## config.mk

```make
export PLATFORM = sky130hd
export DESIGN_NAME = yapp_router_nch_flat
export DESIGN_NICKNAME = d
export VERILOG_FILES = /design/src/rtl/yapp_router_nch_if.sv /design/src/rtl/yapp_router_nch.sv /design/src/flat_wrapper.sv
export SDC_FILE = /design/constraint.sdc
export NUM_CORES = 1
export LEC_CHECK = 0
export ABC_AREA = 1
export ABC_CLOCK_PERIOD_IN_PS = 3300
export CELL_PAD_IN_SITES_DETAIL_PLACEMENT = 2
export CELL_PAD_IN_SITES_GLOBAL_PLACEMENT = 2
export CORE_MARGIN = 2
export CORE_UTILIZATION = 42
export DETAILED_ROUTE_END_ITERATION = 8
export PLACE_DENSITY_LB_ADDON = 0.12
export SLEW_MARGIN = 20
export SYNTH_ARGS = -nofsm -noshare
export SYNTH_HDL_FRONTEND = slang
export SYNTH_SLANG_ARGS = --single-unit
```

## constraint.sdc

```tcl
create_clock -name clock -period 3.3 [get_ports clock]
set_input_delay 0.66 -clock clock [delete_from_list [all_inputs] [get_ports clock]]
set_output_delay 0.66 -clock clock [all_outputs]
set_load 0.01 [all_outputs]
```

## src/rtl/yapp_router_nch_if.sv

```systemverilog
// ---------------------------------------------------------------------------
// yapp_router_nch_if
// Bundle of all non-clock/reset signals of yapp_router_nch.
//   YAPP input : in_data, in_data_vld (to router), in_suspend (from router)
//   Channels   : data_ch[NUM_CH*8], data_vld_ch[NUM_CH] (from router),
//                suspend_ch[NUM_CH] (to router)
//   HBUS       : haddr, hwdata, hen, hwr_rd (to router), hrdata (from router)
//   Status     : error (from router)
// Modports: master = traffic/HBUS source side, slave = router side.
// ---------------------------------------------------------------------------
interface yapp_router_nch_if #(
  parameter int NUM_CH = 4,
  parameter int DATA_W = 8
);
  logic [DATA_W-1:0]        in_data;
  logic                     in_data_vld;
  logic                     in_suspend;
  logic [NUM_CH*DATA_W-1:0] data_ch;
  logic [NUM_CH-1:0]        data_vld_ch;
  logic [NUM_CH-1:0]        suspend_ch;
  logic [15:0]              haddr;
  logic [7:0]               hwdata;
  logic [7:0]               hrdata;
  logic                     hen;
  logic                     hwr_rd;
  logic                     error;

  modport master (
    output in_data, in_data_vld, suspend_ch, haddr, hwdata, hen, hwr_rd,
    input  in_suspend, data_ch, data_vld_ch, hrdata, error
  );

  modport slave (
    input  in_data, in_data_vld, suspend_ch, haddr, hwdata, hen, hwr_rd,
    output in_suspend, data_ch, data_vld_ch, hrdata, error
  );
endinterface

```

## src/rtl/yapp_router_nch.sv

```systemverilog
// ---------------------------------------------------------------------------
// yapp_router_nch
// Validates YAPP packets arriving on one byte stream, routes each accepted
// packet into one of NUM_CH channel FIFOs and drains every FIFO onto its own
// output channel under that channel's suspend. An HBUS register file holds
// control (router_en, ch_en, max_len) and status (error counters, FIFO empty).
// Ports:
//   clock  - rising-edge clock for all logic
//   reset  - synchronous, active-high
//   bus    - yapp_router_nch_if.slave (YAPP input, channel outputs, HBUS, error)
// Optional build macro: YAPP_ROUTER_STATS_EN adds per-channel packet counters
// readable at 0x1010+i; without it those addresses are unmapped.
// ---------------------------------------------------------------------------
module yapp_router_nch #(
  parameter int NUM_CH     = 4,
  parameter int FIFO_DEPTH = 16,
  parameter int DATA_W     = 8
) (
  input  logic             clock,
  input  logic             reset,
  yapp_router_nch_if.slave bus
);
  localparam int AW = $clog2(FIFO_DEPTH);

  typedef enum logic [1:0] {S_IDLE, S_PAYLOAD, S_PARITY, S_DROP} state_t;

  state_t            state_q;
  logic [5:0]        len_cnt_q;
  logic [1:0]        cur_ch_q;
  logic [7:0]        par_acc_q;
  logic [7:0]        par_err_cnt_q;
  logic [7:0]        drop_cnt_q;
  logic              error_q;
  logic              in_suspend_q;
  logic              in_suspend_d;
  logic              router_en_q;
  logic [NUM_CH-1:0] ch_en_q;
  logic [5:0]        max_len_q;
  logic [7:0]        hrdata_q;
  logic [7:0]        rd_data;

  logic [NUM_CH-1:0] push_v, pop_v, full_v, empty_v, near_full_v;
  logic [3:0]        full_ext, pop_ext, near_full_ext, ch_en_ext;

  logic [1:0]        hdr_addr;
  logic [5:0]        hdr_len;
  logic              hdr_ok;
  logic              push_req, push_ok, overflow;
  logic [1:0]        push_ch;

  assign hdr_addr      = bus.in_data[1:0];
  assign hdr_len       = bus.in_data[7:2];
  assign ch_en_ext     = 4'(ch_en_q);
  assign full_ext      = 4'(full_v);
  assign pop_ext       = 4'(pop_v);
  assign near_full_ext = 4'(near_full_v);

  // Routing decision is made only on the header; in-flight packets keep cur_ch_q.
  assign hdr_ok = (int'(hdr_addr) < NUM_CH) && ch_en_ext[hdr_addr] &&
                  (hdr_len != 6'd0) && (hdr_len <= max_len_q);

  always_comb begin
    push_req = 1'b0;
    push_ch  = cur_ch_q;
    if (bus.in_data_vld) begin
      unique case (state_q)
        S_IDLE: begin
          push_req = hdr_ok;
          push_ch  = hdr_addr;
        end
        S_PAYLOAD, S_PARITY: push_req = 1'b1;
        default: ;
      endcase
    end
  end

  // A full FIFO that pops in the same cycle can still take the byte.
  assign overflow = push_req && full_ext[push_ch] && !pop_ext[push_ch];
  assign push_ok  = push_req && !overflow;

  // in_suspend is registered, so it is derived from next-cycle occupancy and
  // leaves room for the byte the source may still send after assertion.
  always_comb begin
    if (!router_en_q)
      in_suspend_d = 1'b1;
    else if (state_q == S_PAYLOAD || state_q == S_PARITY)
      in_suspend_d = near_full_ext[cur_ch_q];
    else
      in_suspend_d = |near_full_v;
  end

  for (genvar gi = 0; gi < NUM_CH; gi++) begin : g_ch
    logic [DATA_W-1:0] mem_q [FIFO_DEPTH];
    logic [AW-1:0]     wr_ptr_q, rd_ptr_q;
    logic [AW:0]       count_q, count_d;
    logic [DATA_W-1:0] dout_q;
    logic              vld_q;

    assign push_v[gi]      = push_ok && (push_ch == 2'(gi));
    assign pop_v[gi]       = (count_q != '0) && !bus.suspend_ch[gi];
    assign full_v[gi]      = (count_q == (AW+1)'(FIFO_DEPTH));
    assign empty_v[gi]     = (count_q == '0);
    assign near_full_v[gi] = (count_d >= (AW+1)'(FIFO_DEPTH - 2));

    always_comb begin
      count_d = count_q;
      if (push_v[gi] && !pop_v[gi])
        count_d = count_q + 1'b1;
      else if (!push_v[gi] && pop_v[gi])
        count_d = count_q - 1'b1;
    end

    always_ff @(posedge clock) begin
      if (push_v[gi])
        mem_q[wr_ptr_q] <= bus.in_data;
    end

    always_ff @(posedge clock) begin
      if (reset) begin
        wr_ptr_q <= '0;
        rd_ptr_q <= '0;
        count_q  <= '0;
        dout_q   <= '0;
        vld_q    <= 1'b0;
      end else begin
        count_q <= count_d;
        vld_q   <= pop_v[gi];
        if (push_v[gi])
          wr_ptr_q <= wr_ptr_q + 1'b1;
        if (pop_v[gi]) begin
          rd_ptr_q <= rd_ptr_q + 1'b1;
          dout_q   <= mem_q[rd_ptr_q];
        end
      end
    end

    assign bus.data_ch[gi*DATA_W +: DATA_W] = dout_q;
    assign bus.data_vld_ch[gi]              = vld_q;
  end

  // Input FSM with registered error and in_suspend.
  always_ff @(posedge clock) begin
    if (reset) begin
      state_q       <= S_IDLE;
      len_cnt_q     <= '0;
      cur_ch_q      <= '0;
      par_acc_q     <= '0;
      par_err_cnt_q <= '0;
      drop_cnt_q    <= '0;
      error_q       <= 1'b0;
      in_suspend_q  <= 1'b0;
    end else begin
      error_q      <= overflow;
      in_suspend_q <= in_suspend_d;
      if (overflow && drop_cnt_q != 8'hFF)
        drop_cnt_q <= drop_cnt_q + 1'b1;
      if (bus.in_data_vld) begin
        unique case (state_q)
          S_IDLE: begin
            len_cnt_q <= hdr_len;
            par_acc_q <= bus.in_data;
            if (hdr_ok) begin
              state_q  <= S_PAYLOAD;
              cur_ch_q <= hdr_addr;
            end else begin
              // Header drop never coincides with overflow (nothing is pushed).
              state_q <= S_DROP;
              if (drop_cnt_q != 8'hFF)
                drop_cnt_q <= drop_cnt_q + 1'b1;
            end
          end
          S_PAYLOAD: begin
            par_acc_q <= par_acc_q ^ bus.in_data;
            len_cnt_q <= len_cnt_q - 1'b1;
            if (len_cnt_q == 6'd1)
              state_q <= S_PARITY;
          end
          S_PARITY: begin
            if (bus.in_data != par_acc_q) begin
              error_q <= 1'b1;
              if (par_err_cnt_q != 8'hFF)
                par_err_cnt_q <= par_err_cnt_q + 1'b1;
            end
            state_q <= S_IDLE;
          end
          S_DROP: begin
            // Counter loaded with length, so length+1 bytes are swallowed.
            if (len_cnt_q == 6'd0)
              state_q <= S_IDLE;
            else
              len_cnt_q <= len_cnt_q - 1'b1;
          end
        endcase
      end
    end
  end

`ifdef YAPP_ROUTER_STATS_EN
  logic [NUM_CH*8-1:0] pkt_cnt_flat;
  for (genvar gi = 0; gi < NUM_CH; gi++) begin : g_stats
    logic [7:0] pkt_cnt_q;
    always_ff @(posedge clock) begin
      if (reset)
        pkt_cnt_q <= '0;
      else if (state_q == S_PARITY && push_v[gi] && pkt_cnt_q != 8'hFF)
        pkt_cnt_q <= pkt_cnt_q + 1'b1;
    end
    assign pkt_cnt_flat[gi*8 +: 8] = pkt_cnt_q;
  end
`endif

  always_comb begin
    rd_data = 8'h00;
    case (bus.haddr)
      16'h1000: rd_data = {7'd0, router_en_q};
      16'h1001: rd_data = 8'(ch_en_q);
      16'h1002: rd_data = {2'd0, max_len_q};
      16'h1003: rd_data = par_err_cnt_q;
      16'h1004: rd_data = drop_cnt_q;
      16'h1005: rd_data = 8'(empty_v);
      default: begin
`ifdef YAPP_ROUTER_STATS_EN
        if (bus.haddr[15:2] == 14'h0404 && int'(bus.haddr[1:0]) < NUM_CH)
          rd_data = pkt_cnt_flat[bus.haddr[1:0]*8 +: 8];
`endif
      end
    endcase
  end

  always_ff @(posedge clock) begin
    if (reset) begin
      router_en_q <= 1'b1;
      ch_en_q     <= '1;
      max_len_q   <= 6'd63;
      hrdata_q    <= '0;
    end else begin
      hrdata_q <= 8'h00;
      if (bus.hen && bus.hwr_rd) begin
        case (bus.haddr)
          16'h1000: router_en_q <= bus.hwdata[0];
          16'h1001: ch_en_q     <= bus.hwdata[NUM_CH-1:0];
          16'h1002: max_len_q   <= bus.hwdata[5:0];
          default: ;
        endcase
      end else if (bus.hen) begin
        hrdata_q <= rd_data;
      end
    end
  end

  assign bus.in_suspend = in_suspend_q;
  assign bus.error      = error_q;
  assign bus.hrdata     = hrdata_q;
endmodule

```

## src/flat_wrapper.sv

```systemverilog
// flat-port wrapper written by rule: the top's interface ports become plain ports
module yapp_router_nch_flat 
#(
  parameter int NUM_CH     = 4,
  parameter int FIFO_DEPTH = 16,
  parameter int DATA_W     = 8
)
  (clock, reset, bus_in_data, bus_in_data_vld, bus_suspend_ch, bus_haddr, bus_hwdata, bus_hen, bus_hwr_rd, bus_in_suspend, bus_data_ch, bus_data_vld_ch, bus_hrdata, bus_error);
  yapp_router_nch_if #(.NUM_CH(NUM_CH), .DATA_W(DATA_W)) bus_i ();
  input  logic clock;
  input  logic reset;
  input wire logic [$bits(bus_i.in_data)-1:0] bus_in_data;
  input wire logic [$bits(bus_i.in_data_vld)-1:0] bus_in_data_vld;
  input wire logic [$bits(bus_i.suspend_ch)-1:0] bus_suspend_ch;
  input wire logic [$bits(bus_i.haddr)-1:0] bus_haddr;
  input wire logic [$bits(bus_i.hwdata)-1:0] bus_hwdata;
  input wire logic [$bits(bus_i.hen)-1:0] bus_hen;
  input wire logic [$bits(bus_i.hwr_rd)-1:0] bus_hwr_rd;
  output wire logic [$bits(bus_i.in_suspend)-1:0] bus_in_suspend;
  output wire logic [$bits(bus_i.data_ch)-1:0] bus_data_ch;
  output wire logic [$bits(bus_i.data_vld_ch)-1:0] bus_data_vld_ch;
  output wire logic [$bits(bus_i.hrdata)-1:0] bus_hrdata;
  output wire logic [$bits(bus_i.error)-1:0] bus_error;
  assign bus_i.in_data = bus_in_data;
  assign bus_i.in_data_vld = bus_in_data_vld;
  assign bus_i.suspend_ch = bus_suspend_ch;
  assign bus_i.haddr = bus_haddr;
  assign bus_i.hwdata = bus_hwdata;
  assign bus_i.hen = bus_hen;
  assign bus_i.hwr_rd = bus_hwr_rd;
  assign bus_in_suspend = bus_i.in_suspend;
  assign bus_data_ch = bus_i.data_ch;
  assign bus_data_vld_ch = bus_i.data_vld_ch;
  assign bus_hrdata = bus_i.hrdata;
  assign bus_error = bus_i.error;
  yapp_router_nch #(.NUM_CH(NUM_CH), .FIFO_DEPTH(FIFO_DEPTH), .DATA_W(DATA_W)) u_core (.clock(clock), .reset(reset), .bus(bus_i));
endmodule
```

[After elaboration in Yosys (flattened, before gate mapping)]
Memory sizes are Yosys's and may differ from the RTL's. A register that Yosys moved wholly into a read port is not among the register bits.
Index checks and enable logic that the tools add are counted.
Word-level totals
  register bits after elaboration: 111
  bits in writable memories: 512
  input port bits: 41
  output and inout port bits: 46
  word-level logic and storage cells: 193
  memories kept: 4
Memories
  u_core.g_ch[0].mem_q: depth 16, bits a word 8, read ports 1, clocked after Yosys merged registers in 1, wr ports 1, line yapp_router_nch.sv:93  | logic [DATA_W-1:0] mem_q [FIFO_DEPTH];
  u_core.g_ch[1].mem_q: depth 16, bits a word 8, read ports 1, clocked after Yosys merged registers in 1, wr ports 1, line yapp_router_nch.sv:93
  u_core.g_ch[2].mem_q: depth 16, bits a word 8, read ports 1, clocked after Yosys merged registers in 1, wr ports 1, line yapp_router_nch.sv:93
  u_core.g_ch[3].mem_q: depth 16, bits a word 8, read ports 1, clocked after Yosys merged registers in 1, wr ports 1, line yapp_router_nch.sv:93
Cells by class
  add/sub/neg operators: 19
  $lt $le $gt $ge: 8
  equality and inequality tests: 23
  mux-type cells: 46
  bitwise gates (word level): 2
  reductions and logical operators: 63
Operator list (number)
  16-bit by 13-bit == test with 1-bit output, second input constant: 6
  8-bit one-hot mux with 6 select lines: 1
  5-bit two-way mux: 8
  8-bit two-way mux: 5
  4-bit by 1-bit adder with 4-bit output, second input constant: 8
  1-bit logical AND: 23
  5-bit by 1-bit adder with 5-bit output, second input constant: 4
  5-bit == test, second input constant: 4
  5-bit by 4-bit greater-or-equal comparator with 1-bit output, second input constant: 4
  5-bit logical NOT: 4
  5-bit nonzero test: 4
  5-bit by 1-bit subtractor with 5-bit output, second input constant: 4
  1-bit two-way mux: 18
  6-bit one-hot mux with 3 select lines: 1
  8-bit by 1-bit adder with 8-bit output, second input constant: 2
  8-bit inequality test, second input constant: 2
  8-bit one-hot mux with 2 select lines: 1
  1-bit logical NOT: 14
  2-bit two-way mux: 5
  2-bit by 3-bit < comparator with 1-bit output, second input constant: 3
  3-bit AND reduction: 3
  1-bit binary-select mux with 2-bit select: 4
  2-bit == test, second input constant: 4
  8-bit inequality test: 1
  22 further kinds: 28

[Depth between registers and ports, before layout]
  word-level depth: 20
  gate-level depth with buffers: 23

[Worst setup path before layout]
Ideal clock, no wire load.
  path kind: input -> register
  start: input port bus_in_data[7]
  end: memory u_core.g_ch[2].mem_q[11][0] (enable)
  setup time: 0.370 ns
  arrival time: 2.371 ns
  data required time: 2.930 ns
  slack: 0.559 ns
  cell stages on the path: 11
  buffers on the path: 0
  path through: ha_1 -> nand2_1 -> nor2_1 -> nand3_1 -> nand2_1 -> nand3_2 -> nand2_4 -> nand4_4 -> inv_1 -> nand2_1 -> nor2_1
Between the ends
  cells in the longest elaborated chain, start to end: 12
  elaborated cells between the ends (all ways): 13
  classes of those cells: order compare: 1; mux: 4; reduce/logical: 8
RTL lines
  start, declared: line flat_wrapper.sv:12  | input wire logic [$bits(bus_i.in_data)-1:0] bus_in_data;
  branches (longest 2 deep; another with 6-bit less-or-equal comparator)
  1-bit logical AND (*): line yapp_router_nch.sv:60  | (hdr_len != 6'd0) && (hdr_len <= max_len_q);
  1-bit one-hot mux with 2 select lines (*): line yapp_router_nch.sv:66  | unique case (state_q)
  1-bit two-way mux (*): line yapp_router_nch.sv:65  | if (bus.in_data_vld) begin
  1-bit logical AND (2 in a row): line yapp_router_nch.sv:78  | assign overflow = push_req && full_ext[push_ch] && !pop_ext[push_ch];
  1-bit logical NOT: line yapp_router_nch.sv:79  | assign push_ok = push_req && !overflow;
  1-bit logical AND (*): line yapp_router_nch.sv:79
  1-bit logical AND (*): line yapp_router_nch.sv:99  | assign push_v[gi] = push_ok && (push_ch == 2'(gi));
  1-bit two-way mux (*): line yapp_router_nch.sv:114  | if (push_v[gi])
  1-bit two-way mux (implied by the code) (*): line yapp_router_nch.sv:115  | mem_q[wr_ptr_q] <= bus.in_data;
  end, declared: line yapp_router_nch.sv:93
Every way passes the cells marked *.

[Worst setup path in the final report]
  start: register u_core.state_q[0]
  end: register u_core.in_suspend_q, in the netlist u_core.bus.in_suspend
Between the ends
  cells in the longest elaborated chain, start to end: 19
  elaborated cells between the ends (all ways): 55
  classes of those cells: order compare: 4; eq/ne: 5; mux: 20; reduce/logical: 26
RTL lines
  start, declared: line yapp_router_nch.sv:27  | state_t state_q;
  start signal, assigned: line yapp_router_nch.sv:144  | state_q <= S_IDLE;
  start signal, assigned: line yapp_router_nch.sv:163  | state_q <= S_PAYLOAD;
  start signal, assigned: line yapp_router_nch.sv:167  | state_q <= S_DROP;
  2-bit logical NOT: line yapp_router_nch.sv:66
  2-bit two-way mux: line yapp_router_nch.sv:66
  2-bit two-way mux: line yapp_router_nch.sv:65
  1-bit binary-select mux with 2-bit select: line yapp_router_nch.sv:78
  1-bit two-way mux (implied by the code): line yapp_router_nch.sv:78
  1-bit logical AND / 1-bit logical NOT (equally long branches): line yapp_router_nch.sv:78
  1-bit logical AND: line yapp_router_nch.sv:78
  1-bit logical NOT: line yapp_router_nch.sv:79
  [3 not listed]
  1-bit logical AND: line yapp_router_nch.sv:109  | else if (!push_v[gi] && pop_v[gi])
  5-bit two-way mux: line yapp_router_nch.sv:109
  5-bit two-way mux: line yapp_router_nch.sv:107  | if (push_v[gi] && !pop_v[gi])
  5-bit by 4-bit greater-or-equal comparator with 1-bit output: line yapp_router_nch.sv:103  | assign near_full_v[gi] = (count_d >= (AW+1)'(FIFO_DEPTH - 2));
  1-bit binary-select mux with 2-bit select: line yapp_router_nch.sv:87  | in_suspend_d = near_full_ext[cur_ch_q];
  1-bit two-way mux (implied by the code): line yapp_router_nch.sv:87
  1-bit two-way mux (*): line yapp_router_nch.sv:86  | else if (state_q == S_PAYLOAD || state_q == S_PARITY)
  1-bit two-way mux (*): line yapp_router_nch.sv:84  | if (!router_en_q)
  end signal, assigned: line yapp_router_nch.sv:154  | in_suspend_q <= in_suspend_d;
  end, declared: line yapp_router_nch.sv:34  | logic in_suspend_q;
Every way passes the cells marked *; elsewhere a longest branch is shown, timed or not. The select of a mux whose other input is x is not followed.
A chain may end at the register's enable or synchronous reset.

==> results by group <==
Floorplan
  – Initial Util: 0.426
  – Die H: 260 um
  – Die area: 0.0675 mm^2
  – Die Span X: 260 um
  – Core Footprint: 0.0646 mm^2
  – Row count: 93
  – # IOs: 87

Placement
  – Final GP Congestion: 0.820
  – Placed Cells: 3395
  – I/O Buffers: 84
  – Hpwl dp: 57.8 mm

Synth
  – Post-synth EDFFs: 512
  – Fraction of registers with async set/reset: 0
  – Synthesized flop and latch total: 655
  – Syn_nets: 2542
  – Synth Area per Inst: 11.2 um^2
  – Cell Area, Synth: 0.0275 mm^2
  – Register area share after synthesis: 0.664
  – Synth Instances: 2457
  – Most used DFF post-synth: edfxtp_1
  – YS warnings: 0
  – Unique masters post-synth: 44

Routing
  – Highest metal used: met5
  – Final antenna-violating net count: 0
  – Drt first pass iters: 5
  – Met2 WL: 47.2 mm
  – WL met1: 39.1 mm
  – Drt wl/cell: 26.4 um
  – Met3 wire length: 3.68 mm
  – First-iteration detailed-routing DRC count: 1512
  – DRC: 0
  – Final wirelength: 93.4 mm
  – Via count: 20600
  – Number of vias per cell: 5.82

Clocking
  – Worst-path clk slew: 0.06 ns
  – Clk sink count: 655
  – PostCTS Resize Cnt: 0
  – Worst-Skew Late Latency: 0.62 ns
  – H-tree depth: 3
  – Root Driver: clkbuf_16
  – Num CTS Buffers: 74
  – Clk buf depth: 3
  – # Post-CTS Setup Buffers: 0
  – Hold-fix buffers at CTS: 0
  – CTS tree: done

Pwr
  – Comb pwr share: 0.256
  – Power per Cell Area: 764 mW/mm^2
  – Switching power: 8.25 mW
  – Maximum VDD drop: 0.000464 V
  – Leakage power total: 11.5 nW
  – Sequential power share: 0.391
  – Int Power: 16.5 mW
  – Sw Share: 0.333
  – Clock share of power: 0.354

Worst setup path
  – Reg2reg setup slack: 0.22 ns
  – Crit-path max cell delay: 0.34 ns
  – CP most frequent cell: nand2_1
  – Arr. time, crit path: 3.57 ns
  – WP data required: 3.79 ns
  – CP max FO: 8
  – Cells along the critical path: inv_1 -> ha_1 -> nand2_2 -> nand2_1 -> nand2_2 -> inv_2 -> nand3_1 -> nand2_1 -> inv_2 -> nand2_8 -> nand4_4 -> nor2_2 -> o21ai_1 -> o21ai_1 -> nor2_1 -> nand3_1 -> nand2_1 -> nand2_1 -> nand2_2 -> nor2_2 -> nor2_2
  – Startpoint types: register
  – Critical-path top delay cell: dfxtp_1
  – Worst r2r src: u_core.state_q[0]
  – CP Buf/Inv Count: 3
  – Crit Path Category: register to register
  – Worst Setup End Kind: register
  – Crit Reg-Reg Endpoint: u_core.bus.in_suspend
  – CP Depth: 21
  – Cell family with most CP delay: simple AND/OR/NAND/NOR gates
  – R2r worst-path depth: 21

Hold path
  – Worst min path class: input port to register
  – Worst hold endpoint: u_core.bus.hrdata[0]
  – Hold_sp: reset
  – Hold depth: 4

GRT
  – First-pass GRT wire length: 141 mm
  – Vias in the first global route: 22900
  – Tot GR Track Use: 0.278
  – Initial antenna violation count: 5
  – Total grt overflow: 0
  – Largest net degree at the start of global routing: 67

Timing
  – Max-slew headroom: 0.290
  – Number of max-slew violations in the final report: 0
  – Setup TNS: 0 ns
  – Crit path time final: 3.08 ns
  – Final worst path period share: 0.934
  – # setup viols final: 0
  – Max Fclk: 325 MHz
  – Worst-Margin Slew: 1.06 ns
  – Skew final: 0.0197 ns
  – Hold Vio Cnt, Final: 0
  – RSZ-0062 raised after global routing: false

Cells and area
  – Post-layout util: 0.502
  – Number of inserted diodes: 0
  – Fraction of layout cells with a size suffix above 1: 0.117
  – Layout area overhead: 17.9%
  – Final nets: 2701
  – Multi-input logic area: 0.00804 mm^2
  – Layout fillers: 6346
  – Register Area: 0.0182 mm^2
  – Non-Filler Instances: 3531

Status
  – Status: finished clean

Flow run
  – Max cap viols: 0
==> metal layers <==
layer | up-vias | global-route usage
met5 | - | 0
met1 | 10700 | 0.351
li1 | 9200 | -
met3 | 187 | 0.0405
met4 | 4 | 0.102
met2 | 496 | 0.483
==> Yosys cell counts (all sizes together) (5+ instances only) <==
| cell | instances | area [um^2] |
|---|---|---|
| a21oi | 79 | 399 |
| a31oi | 5 | 31.3 |
| buf | 6 | 37.5 |
| clkbuf | 125 | 469 |
| clkinv | 7 | 26.3 |
| dfxtp | 143 | 2860 |
| edfxtp | 512 | 15400 |
| ha | 44 | 551 |
| inv | 179 | 672 |
| nand2 | 198 | 810 |
| nand3 | 130 | 683 |
| nand4 | 22 | 198 |
| nor2 | 393 | 1530 |
| nor3 | 20 | 105 |
| nor4 | 8 | 50.1 |
| o211ai | 75 | 563 |
| o21ai | 332 | 1670 |
| o221ai | 93 | 815 |
| o22ai | 41 | 257 |
| xor2 | 23 | 201 |
==> through the flow <==
stage | worst slack (ns) | total power [mW] | cell area (um^2) | hold slack, ns
final | 0.219 | 24.7 | 32400 | 0.468
after global routing | 0.000964 | 25.8 | 32400 | 0.491
after CTS | 0.217 | 24.9 | 32400 | 0.436
after detailed placement | -0.0352 | 16.0 | 29800 | 0.461
after global placement | 0.117 | 15.5 | 29800 | 0.444
after floorplan | 0.559 | 13.4 | 27500 | 0.429
==> layout by cell type, fill, tap and decap left out, drive strengths merged, types with 8 or more instances in the layout <==
cell,n
edfxtp,512
nor2,393
o21ai,332
nand2,198
inv,179
dfxtp,143
buf,139
nand3,130
clkbuf,102
o221ai,93
a21oi,79
o211ai,75
clkdlybuf4s50,75
ha,44
o22ai,41
clkinv,28
xor2,23
nand4,22
nor3,20
bufinv,9
nor4,8
==> worst register-to-register path, cell delays in order, from the launching register on <==
cell	delay [ns]
dfxtp_1	0.34
inv_1	0.16
ha_1	0.32
nand2_2	0.16
nand2_1	0.11
nand2_2	0.09
inv_2	0.09
nand3_1	0.08
nand2_1	0.11
inv_2	0.07
nand2_8	0.11
nand4_4	0.21
nor2_2	0.22
o21ai_1	0.11
o21ai_1	0.15
nor2_1	0.10
nand3_1	0.10
nand2_1	0.12
nand2_1	0.11
nand2_2	0.05
nor2_2	0.11
nor2_2	0.03
==> cell type report <==
type | count | area share
clock buffers | 102 | 0.0664
clock inverters | 34 | 0.0125
inverters | 186 | 0.0216
multi-input cells | 1485 | 0.248
flip-flops and latches | 655 | 0.563
well taps | 855 | 0.0330
repair buffers | 214 | 0.0551
==> how the worst max path moves through the flow <==
stage                      start                           to  slack, ns
4_1_cts        u_core.state_q[0]        u_core.bus.in_suspend       0.22
6_report       u_core.state_q[0]        u_core.bus.in_suspend       0.22
2_1_floorplan     bus_in_data[7]  u_core.g_ch[2].mem_q[11][0]       0.56
5_1_grt        u_core.state_q[0]        u_core.bus.in_suspend      0.001
3_5_place_dp     bus_in_data_vld        u_core.bus.in_suspend      -0.04
3_3_place_gp     bus_in_data_vld        u_core.bus.in_suspend       0.12
==> power groups by stage <==
| stage | Combinational, mW | Sequential [mW] | Clock (mW) |
|---|---|---|---|
| global route | 6.94 | 9.71 | 9.18 |
| finish | 6.32 | 9.67 | 8.75 |
| floorplan | 3.62 | 9.77 | 0 |
| CTS | 6.36 | 9.67 | 8.90 |
| global placement | 5.73 | 9.78 | 0 |
| detailed placement | 6.21 | 9.83 | 0 |
==> registers in the layout, indices dropped and copies added, names as in the netlist, 2 cells and up <==
| register | count |
|---|---|
| u_core.par_err_cnt_q | 8 |
| u_core.g_ch.rd_ptr_q | 16 |
| u_core.ch_en_ext | 4 |
| u_core.state_q | 2 |
| u_core.cur_ch_q | 2 |
| u_core.g_ch.dout_q | 32 |
| u_core.max_len_q | 6 |
| u_core.drop_cnt_q | 8 |
| u_core.g_ch.count_q | 20 |
| u_core.g_ch.vld_q | 4 |
| u_core.g_ch.mem_q | 512 |
| u_core.len_cnt_q | 6 |
| u_core.bus.hrdata | 8 |
| u_core.par_acc_q | 8 |
| u_core.g_ch.wr_ptr_q | 16 |
==> cells by family after synthesis <==
| group | Yosys count | synth area share |
|---|---|---|
| xor gates and xnor gates | 27 | 0.00860 |
| adders and majority gates | 44 | 0.0200 |
| and+or+nand+nor | 775 | 0.124 |
| buffers and inverters | 317 | 0.0438 |
| DFF | 655 | 0.664 |
| AOI/OAI and AO/OA | 639 | 0.140 |
Power figures use the tool's default switching activity.
